--- config.mk ---
export PLATFORM = sky130hd
export DESIGN_NAME = serial_sub
export DESIGN_NICKNAME = d
export VERILOG_FILES = /design/src/rtl/serial_sub_pkg.sv /design/src/rtl/serial_sub_fs.sv /design/src/rtl/serial_sub.sv
export SDC_FILE = /design/constraint.sdc
export NUM_CORES = 1
export LEC_CHECK = 0
export BUFFER_PORTS_ARGS = -buffer_cell sky130_fd_sc_hd__buf_4
export CAP_MARGIN = 25
export CORE_MARGIN = 5
export CORE_UTILIZATION = 52
export CTS_CLUSTER_SIZE = 14
export DETAILED_ROUTE_END_ITERATION = 8
export PLACE_DENSITY = 0.75
export SLEW_MARGIN = 10
export SYNTH_ARGS = -nofsm -noshare
export SYNTH_HDL_FRONTEND = slang
export SYNTH_SLANG_ARGS = --single-unit
--- constraint.sdc ---
create_clock -name i_clk -period 1.5 [get_ports i_clk]
set_input_delay 0.375 -clock i_clk [delete_from_list [all_inputs] [get_ports i_clk]]
set_output_delay 0.375 -clock i_clk [all_outputs]
set_load 0.005 [all_outputs]
--- src/rtl/serial_sub_pkg.sv ---
// Shared definitions for the bit-serial subtractor: FSM encoding, default
// operand width and the bit-counter sizing helper.
package serial_sub_pkg;

  localparam int DEFAULT_WIDTH = 4;

  typedef enum logic [1:0] {
    ST_IDLE = 2'd0,
    ST_RUN  = 2'd1,
    ST_DONE = 2'd2
  } state_t;

  // Counter must represent 0..width inclusive.
  function automatic int cnt_bits(input int width);
    return (width < 1) ? 1 : $clog2(width + 1);
  endfunction

endpackage

--- src/rtl/serial_sub_fs.sv ---
// 1-bit full subtractor: d = a - b - bin, with borrow out. Purely combinational
// so it can be shared by any serial or ripple arithmetic block.
module fs (
  input  logic a,
  input  logic b,
  input  logic bin,
  output logic d,
  output logic bout
);

  assign d    = a ^ b ^ bin;
  assign bout = (~a & b) | (~(a ^ b) & bin);

endmodule

--- src/rtl/serial_sub.sv ---
// Bit-serial unsigned subtractor with valid/ready handshakes on both sides.
// One bit per cycle, LSB first; result registers only change on completion.
module serial_sub
  import serial_sub_pkg::*;
#(
  parameter int WIDTH = DEFAULT_WIDTH
) (
  input  logic             i_clk,
  input  logic             i_rst_n,
  input  logic             i_valid,
  output logic             o_ready,
  input  logic [WIDTH-1:0] i_op1,
  input  logic [WIDTH-1:0] i_op2,
  output logic             o_valid,
  input  logic             i_ready,
  output logic [WIDTH-1:0] o_diff,
  output logic             o_bout
);

  localparam int             CNT_W = cnt_bits(WIDTH);
  localparam logic [CNT_W-1:0] LAST  = CNT_W'(WIDTH - 1);

  state_t           state_q, state_d;
  logic [WIDTH-1:0] a_sr_q, a_sr_d;
  logic [WIDTH-1:0] b_sr_q, b_sr_d;
  logic [WIDTH-1:0] d_sr_q, d_sr_d;
  logic [CNT_W-1:0] cnt_q, cnt_d;
  logic             borrow_q, borrow_d;
  logic             ready_q, ready_d;
  logic             valid_q, valid_d;
  logic [WIDTH-1:0] diff_q, diff_d;
  logic             bout_q, bout_d;

  logic             fs_d;
  logic             fs_bout;
  logic [WIDTH-1:0] d_shift;

  fs u_fs (
    .a    (a_sr_q[0]),
    .b    (b_sr_q[0]),
    .bin  (borrow_q),
    .d    (fs_d),
    .bout (fs_bout)
  );

  // New difference bit enters at the MSB so the LSB-first result ends aligned.
  assign d_shift = (d_sr_q >> 1) | (WIDTH'(fs_d) << (WIDTH - 1));

  always_comb begin
    state_d  = state_q;
    a_sr_d   = a_sr_q;
    b_sr_d   = b_sr_q;
    d_sr_d   = d_sr_q;
    cnt_d    = cnt_q;
    borrow_d = borrow_q;
    ready_d  = ready_q;
    valid_d  = valid_q;
    diff_d   = diff_q;
    bout_d   = bout_q;
    case (state_q)
      ST_IDLE: begin
        if (i_valid && ready_q) begin
          state_d  = ST_RUN;
          ready_d  = 1'b0;
          a_sr_d   = i_op1;
          b_sr_d   = i_op2;
          d_sr_d   = '0;
          borrow_d = 1'b0;
          cnt_d    = '0;
        end
      end
      ST_RUN: begin
        a_sr_d   = a_sr_q >> 1;
        b_sr_d   = b_sr_q >> 1;
        d_sr_d   = d_shift;
        borrow_d = fs_bout;
        cnt_d    = cnt_q + CNT_W'(1);
        if (cnt_q == LAST) begin
          state_d = ST_DONE;
          valid_d = 1'b1;
          diff_d  = d_shift;
          bout_d  = fs_bout;
        end
      end
      ST_DONE: begin
        if (i_ready) begin
          state_d = ST_IDLE;
          valid_d = 1'b0;
          ready_d = 1'b1;
        end
      end
      default: begin
        state_d = ST_IDLE;
        valid_d = 1'b0;
        ready_d = 1'b1;
      end
    endcase
  end

  always_ff @(posedge i_clk) begin
    if (!i_rst_n) begin
      state_q  <= ST_IDLE;
      a_sr_q   <= '0;
      b_sr_q   <= '0;
      d_sr_q   <= '0;
      cnt_q    <= '0;
      borrow_q <= 1'b0;
      ready_q  <= 1'b1;
      valid_q  <= 1'b0;
      diff_q   <= '0;
      bout_q   <= 1'b0;
    end else begin
      state_q  <= state_d;
      a_sr_q   <= a_sr_d;
      b_sr_q   <= b_sr_d;
      d_sr_q   <= d_sr_d;
      cnt_q    <= cnt_d;
      borrow_q <= borrow_d;
      ready_q  <= ready_d;
      valid_q  <= valid_d;
      diff_q   <= diff_d;
      bout_q   <= bout_d;
    end
  end

  assign o_ready = ready_q;
  assign o_valid = valid_q;
  assign o_diff  = diff_q;
  assign o_bout  = bout_q;

endmodule

### After elaboration in Yosys (flattened, before gate mapping)

Cells that the tools add are included.

| cells by class | value |
|---|---|
| $add $sub $neg | 1 |
| multiply operators | 0 |
| divide/modulo/power cells | 0 |
| $lt $le $gt $ge | 0 |
| eq/ne operators | 6 |
| shift-type cells | 0 |
| muxes and demuxes | 19 |
| bitwise gates (word level) | 10 |
| reduce and logical (&&, ||, !) cells | 8 |

Operators with widths:

| operator | number |
|---|---|
| $pmux W4 S2 | 3 |
| $mux W4 | 3 |
| $reduce_and A3 Y1 | 3 |
| $mux W2 | 3 |
| $ne A2 B2 Y1 const B | 3 |
| $pmux W1 S3 | 2 |
| $pmux W2 S3 | 1 |
| $pmux W3 S2 | 1 |
| $mux W1 | 4 |
| $not A1 Y1 | 4 |
| $or A3 B4 Y4 | 1 |
| $reduce_and A2 Y1 | 2 |
| $add A3 B1 Y3 const B | 1 |
| $eq A3 B2 Y1 const B | 1 |
| $mux W3 | 1 |
| $and A1 B1 Y1 | 2 |
| $eq A2 B1 Y1 const B | 1 |
| $eq A2 B2 Y1 const B | 1 |
| $logic_not A2 Y1 | 1 |
| $pmux W1 S2 | 1 |
| $reduce_bool A2 Y1 | 1 |
| $xor A1 B1 Y1 | 2 |
| $logic_and A1 B1 Y1 | 1 |
| $or A1 B1 Y1 | 1 |

| storage, ports and cells | value |
|---|---|
| register bits after elaboration | 25 |
| bits in latches | 0 |
| bits in writable memories | 0 |
| bits in read-only memories | 0 |
| input bits | 12 |
| output and inout port bits | 7 |
| word-level logic and storage cells | 54 |
| memories | 0 |

### Depth between registers and ports, before layout

| depth | value |
|---|---|
| word-level depth | 5 |
| gate-level depth with buffers | 5 |

### By module

Synthesis repeated with hierarchy kept, for this count alone.

| unflattened totals | value |
|---|---|
| cells, all modules | 111 |
| area, all modules | 1071.0 um^2 |

Modules (own cells, without submodules):

| module | times used | cells an instance | area an instance (um^2) |
|---|---|---|---|
| serial_sub | 1 | 107 | 1039.7 |
| fs | 1 | 4 | 31.3 |

### Least setup slack after synthesis

No wires, ideal clock.

| timing | value |
|---|---|
| kind | flip-flop to flip-flop |
| start | register cnt_q[0] |
| end | register bout_q, in the netlist o_bout |
| setup time | 128 ps |
| arrival time | 1187 ps |
| data required time | 1372 ps |
| path slack | 185 ps |
| cell stages (with the launch flop) | 6 |
| cells stage by stage | dfxtp_1 > ha_1 > ha_1 > nand3b_1 > mux2i_1 > nor2_1 |

| between the ends | value |
|---|---|
| word-level cells in the longest chain between the ends | 2 |

Ends and longest elaborated chain:

| item | line | text |
|---|---|---|
| start, declared | serial_sub.sv:27 | `logic [CNT_W-1:0] cnt_q, cnt_d;` |
| start signal, assigned | serial_sub.sv:117 | `cnt_q <= cnt_d;` |
| $eq A3 B2 Y1 | serial_sub.sv:78 | `if (cnt_q == LAST) begin` |
| $reduce_and A2 Y1 (no line) | - |  |
| end signal, assigned | serial_sub.sv:122 | `bout_q <= bout_d;` |
| end, declared | serial_sub.sv:32 | `logic bout_q, bout_d;` |

No other way between the ends.
A chain may end at the register's enable or synchronous reset.

### Worst setup path after layout

| timing | value |
|---|---|
| start | register state_q[1] |
| end | register cnt_q[1] |

| between the ends | value |
|---|---|
| word-level cells in the longest chain between the ends | 3 |

Ends and longest elaborated chain:

| item | line | text |
|---|---|---|
| start, declared | serial_sub.sv:23 | `state_t state_q, state_d;` |
| start signal, assigned | serial_sub.sv:113 | `state_q <= state_d;` |
| $eq A2 B1 Y1 or $logic_not A2 Y1 (tied branches) | serial_sub.sv:60 | `case (state_q)` |
| $reduce_bool A2 Y1 (no line) or $ne A2 B2 Y1 (tied branches) | - |  |
| $reduce_and A2 Y1 (no line) | - |  |

Several ways; a longest one is shown, not always the timed one.

==> parameters.txt <==
Parameter                              Value

Run status
  Run status ... finished clean

Drt
  Number of detailed-routing iterations run before antenna repair ... 4
  Total number of vias ... 796
  Initial detailed-routing violation count ... 11
  Detail-routed net length per standard cell ... 13.5 um
  Overall routed net length ... 2020 um
  ANT nets after route ... 0
  Ratio of routed vias to standard cells ... 5.34
  Detailed-route DRC error count ... 0

Worst setup path
  Arr. time, crit path ... 1.59 ns
  Largest stage delay on the critical path ... 0.56 ns
  Reg2reg start ... state_q[1]
  Critical path startpoint ... state_q[1]
  Crit-path slowest cell ... sky130_fd_sc_hd__dfxtp_1
  Worst setup SP type ... flip-flop
  Max FO, Critical Path ... 14
  Worst path cell trace ... nand2b_1 > nor2_1 > a32o_1
  Class of the most critical setup path ... flip-flop to flip-flop
  Critical Path RT ... 1.72 ns
  Number of cells on the worst reg-to-reg path ... 3
  Crit path capture type ... flip-flop

Global routing
  Number of global-route vias before repair ... 760
  Sum of overflow across all layers after global routing ... 0
  Initial antenna violation count ... 0
  Largest net degree at the start of global routing ... 15
  Overall Global Routing Usage ... 16.6%
  First-pass GRT wire length ... 3380 um

Hold path
  Number of cells on the worst hold path ... 4
  Path type of the worst min-delay path ... input port to flip-flop
  Startpoint of the worst hold path ... i_ready

Run
  Max-capacitance violation count ... 0

Logic synthesis
  Most area-consuming cells after synthesis ... sky130_fd_sc_hd__dfxtp_1 49%, sky130_fd_sc_hd__o221ai_1 5.3%, sky130_fd_sc_hd__a21oi_1 5.1%
  Netlist cell types ... 25
  Dominant cell type by area after synthesis ... sky130_fd_sc_hd__dfxtp_1
  Mean area per synthesized cell ... 9.58 um2
  Cell area after synthesis ... 987 um2
  Number of enable-type register cells in the synthesized netlist ... 0
  Top flip-flop cell by instance count after synthesis ... sky130_fd_sc_hd__dfxtp_1
  Net count after synthesis ... 118
  Total of warnings raised by yosys ... 0
  Synth Register Bits ... 24
  Number of instances in the synthesized netlist ... 103
  Portion of the post-synthesis area used by sequential elements ... 48.7%
  Async SR Flop Fraction ... 0%
  Top cell type's share of synthesized area ... 48.7%

Floorplanning
  Die Outline Area ... 2870 um2
  Die Y-Extent ... 53.6 um
  Initial cell density of the core ... 56.0%
  Core Rows ... 15
  Core Area ... 1760 um2
  Number of placed I/O pins ... 19
  Width of the die ... 53.6 um

Timing
  Highest clock frequency the design can meet ... 0.729 GHz
  Slew HR ... 75.3%
  Final hold violations ... 0
  Final critical-path share of the clock period ... 91.5%
  Setup TNS ... 0 ns
  Worst setup skew after layout ... 0.00304 ns
  Setup repair after global routing missed its margin ... false
  Worst Max-Slew Pin Slew ... 0.370 ns
  Number of setup violations in the final report ... 0
  Hold_ws ... 0.324 ns
  Fin crit period ... 1.37 ns
  Final-report max-slew violation count ... 0

CTS
  Number of CTS-inserted buffers ... 3
  Clk Tree Root Cell ... sky130_fd_sc_hd__clkbuf_4
  CTS H-Tree Depth ... 1
  Clock transition at the registers of the reported paths ... 0.12 ns
  TritonCTS clock tree ... yes
  Maximum clock insertion buffer count ... 2
  Resize count post-CTS ... 0
  Clock insertion delay at the later pin of the skew report ... 0.31 ns
  Clock Sinks ... 24

Cells and area
  Net count, final ... 140
  # fillers ... 155
  Area growth, synth to finish ... 21.8%
  Ant. Diodes ... 0
  Fraction of final layout cells sized beyond drive strength 1 ... 25.0%
  Final Instance Area ... 1200 um2

Pwr
  Leakage Power ... 0.519 nW
  Peak ir drop on the vdd network ... 0.000760 V
  P per Cell Area ... 993 nW/um2

Place
  Routability Congestion ... 0.773
  Number of port buffers ... 18
  Total half-perimeter wirelength after legalization and detailed placement ... 1460 um
  DP Area ... 1150 um2
final cells by class:
cell class | instances | area [um2] | area share (%)
timing repair buffer | 23 | 173 | 14.4
sequential | 24 | 480 | 40.0
inverter | 10 | 37.5 | 3.12
clock buffer | 4 | 36.3 | 3.02
tap | 25 | 31.3 | 2.60
multi-input combinational | 63 | 444 | 36.9
power breakdown:
part	total [mW]	switching, mW	internal (mW)	leakage (nW)
Clock	0.334	0.185	0.148	0.0210
Sequential	0.696	0.0242	0.671	0.196
Combinational	0.164	0.0852	0.0788	0.302
Total	1.19	0.295	0.899	0.519
worst max-delay path, delay by kind of cell (launching register included):
| kind | cells | cell delay, ns |
|---|---|---|
| AO/OA/AOI/OAI | 1 | 0.23 |
| flip-flops | 1 | 0.56 |
| AND/OR/NAND/NOR | 2 | 0.49 |
repair_timing:
item                                    in CTS  in global routing
endpoints found under the setup margin       0                  5
hold buffers                                 0                  0
setup buffers                                0                  2
cells in the mapped netlist, types with 2 or more instances:
library cell / n
sky130_fd_sc_hd__a32o_1: 4
sky130_fd_sc_hd__clkbuf_1: 4
sky130_fd_sc_hd__nor2_1: 9
sky130_fd_sc_hd__dfxtp_1: 24
sky130_fd_sc_hd__or2_2: 2
sky130_fd_sc_hd__a31oi_1: 2
sky130_fd_sc_hd__o32ai_1: 2
sky130_fd_sc_hd__a21oi_1: 10
sky130_fd_sc_hd__nand3b_1: 3
sky130_fd_sc_hd__nand2_1: 5
sky130_fd_sc_hd__mux2i_1: 5
sky130_fd_sc_hd__or4b_1: 2
sky130_fd_sc_hd__inv_1: 10
sky130_fd_sc_hd__ha_1: 2
sky130_fd_sc_hd__o21ai_0: 2
sky130_fd_sc_hd__nand2b_1: 2
sky130_fd_sc_hd__buf_2: 2
sky130_fd_sc_hd__o221ai_1: 6
placed cells by master, fill, tap and decap left out, types with 4 or more instances in the layout:
cell and count:
sky130_fd_sc_hd__nor2_1 9, sky130_fd_sc_hd__nand2_1 5, sky130_fd_sc_hd__a32o_1 4, sky130_fd_sc_hd__o221ai_1 6
sky130_fd_sc_hd__mux2i_1 5, sky130_fd_sc_hd__dfxtp_1 24, sky130_fd_sc_hd__a21oi_1 10, sky130_fd_sc_hd__buf_4 23
sky130_fd_sc_hd__inv_1 10
sequential cells by signal, indices dropped and copies added, names as in the netlist, 2 cells and up:
register / cells
state_q: 2
b_sr_q: 4
d_sr_q: 3
cnt_q: 3
o_diff: 4
a_sr_q: 4
layer usage:
metal  track usage, %  part of all wire (%)
met3             3.32                   4.5
met2             24.3                    44
met1             21.9                    49
met4             11.1                   2.9
met5                0                     0
path summary, 6_finish.rpt:
path	endpoint	slack [ns]
max	cnt_q[1]	0.13
min	state_q[1]	0.32
max reg2reg	cnt_q[1]	0.13
min reg2reg	a_sr_q[2]	0.46
cell families (layout without fill, tap and decap cells):
kind of cell / Yosys count / in the layout / share of synthesized area (%)
fa+ha+maj: 3 / 3 / 4.56
mux: 6 / 6 / 6.21
simple gates: 27 / 27 / 15.1
buf+inv: 16 / 37 / 6.34
compound gates: 27 / 27 / 19.1
flops: 24 / 24 / 48.7
through the flow:
stage / util (%) / total power [mW] / instances / setup slack, ns
CTS: 67.3 / 1.20 / 147 / 0.0222
global placement: 65.2 / 0.867 / 143 / 0.120
floorplan: - / 0.808 / 103 / 0.185
finish: 68.2 / 1.19 / 149 / 0.128
global route: 68.2 / 1.25 / 149 / 0.0332
detailed placement: 65.2 / 0.873 / 143 / 0.0338
Power figures use the tool's default switching activity.
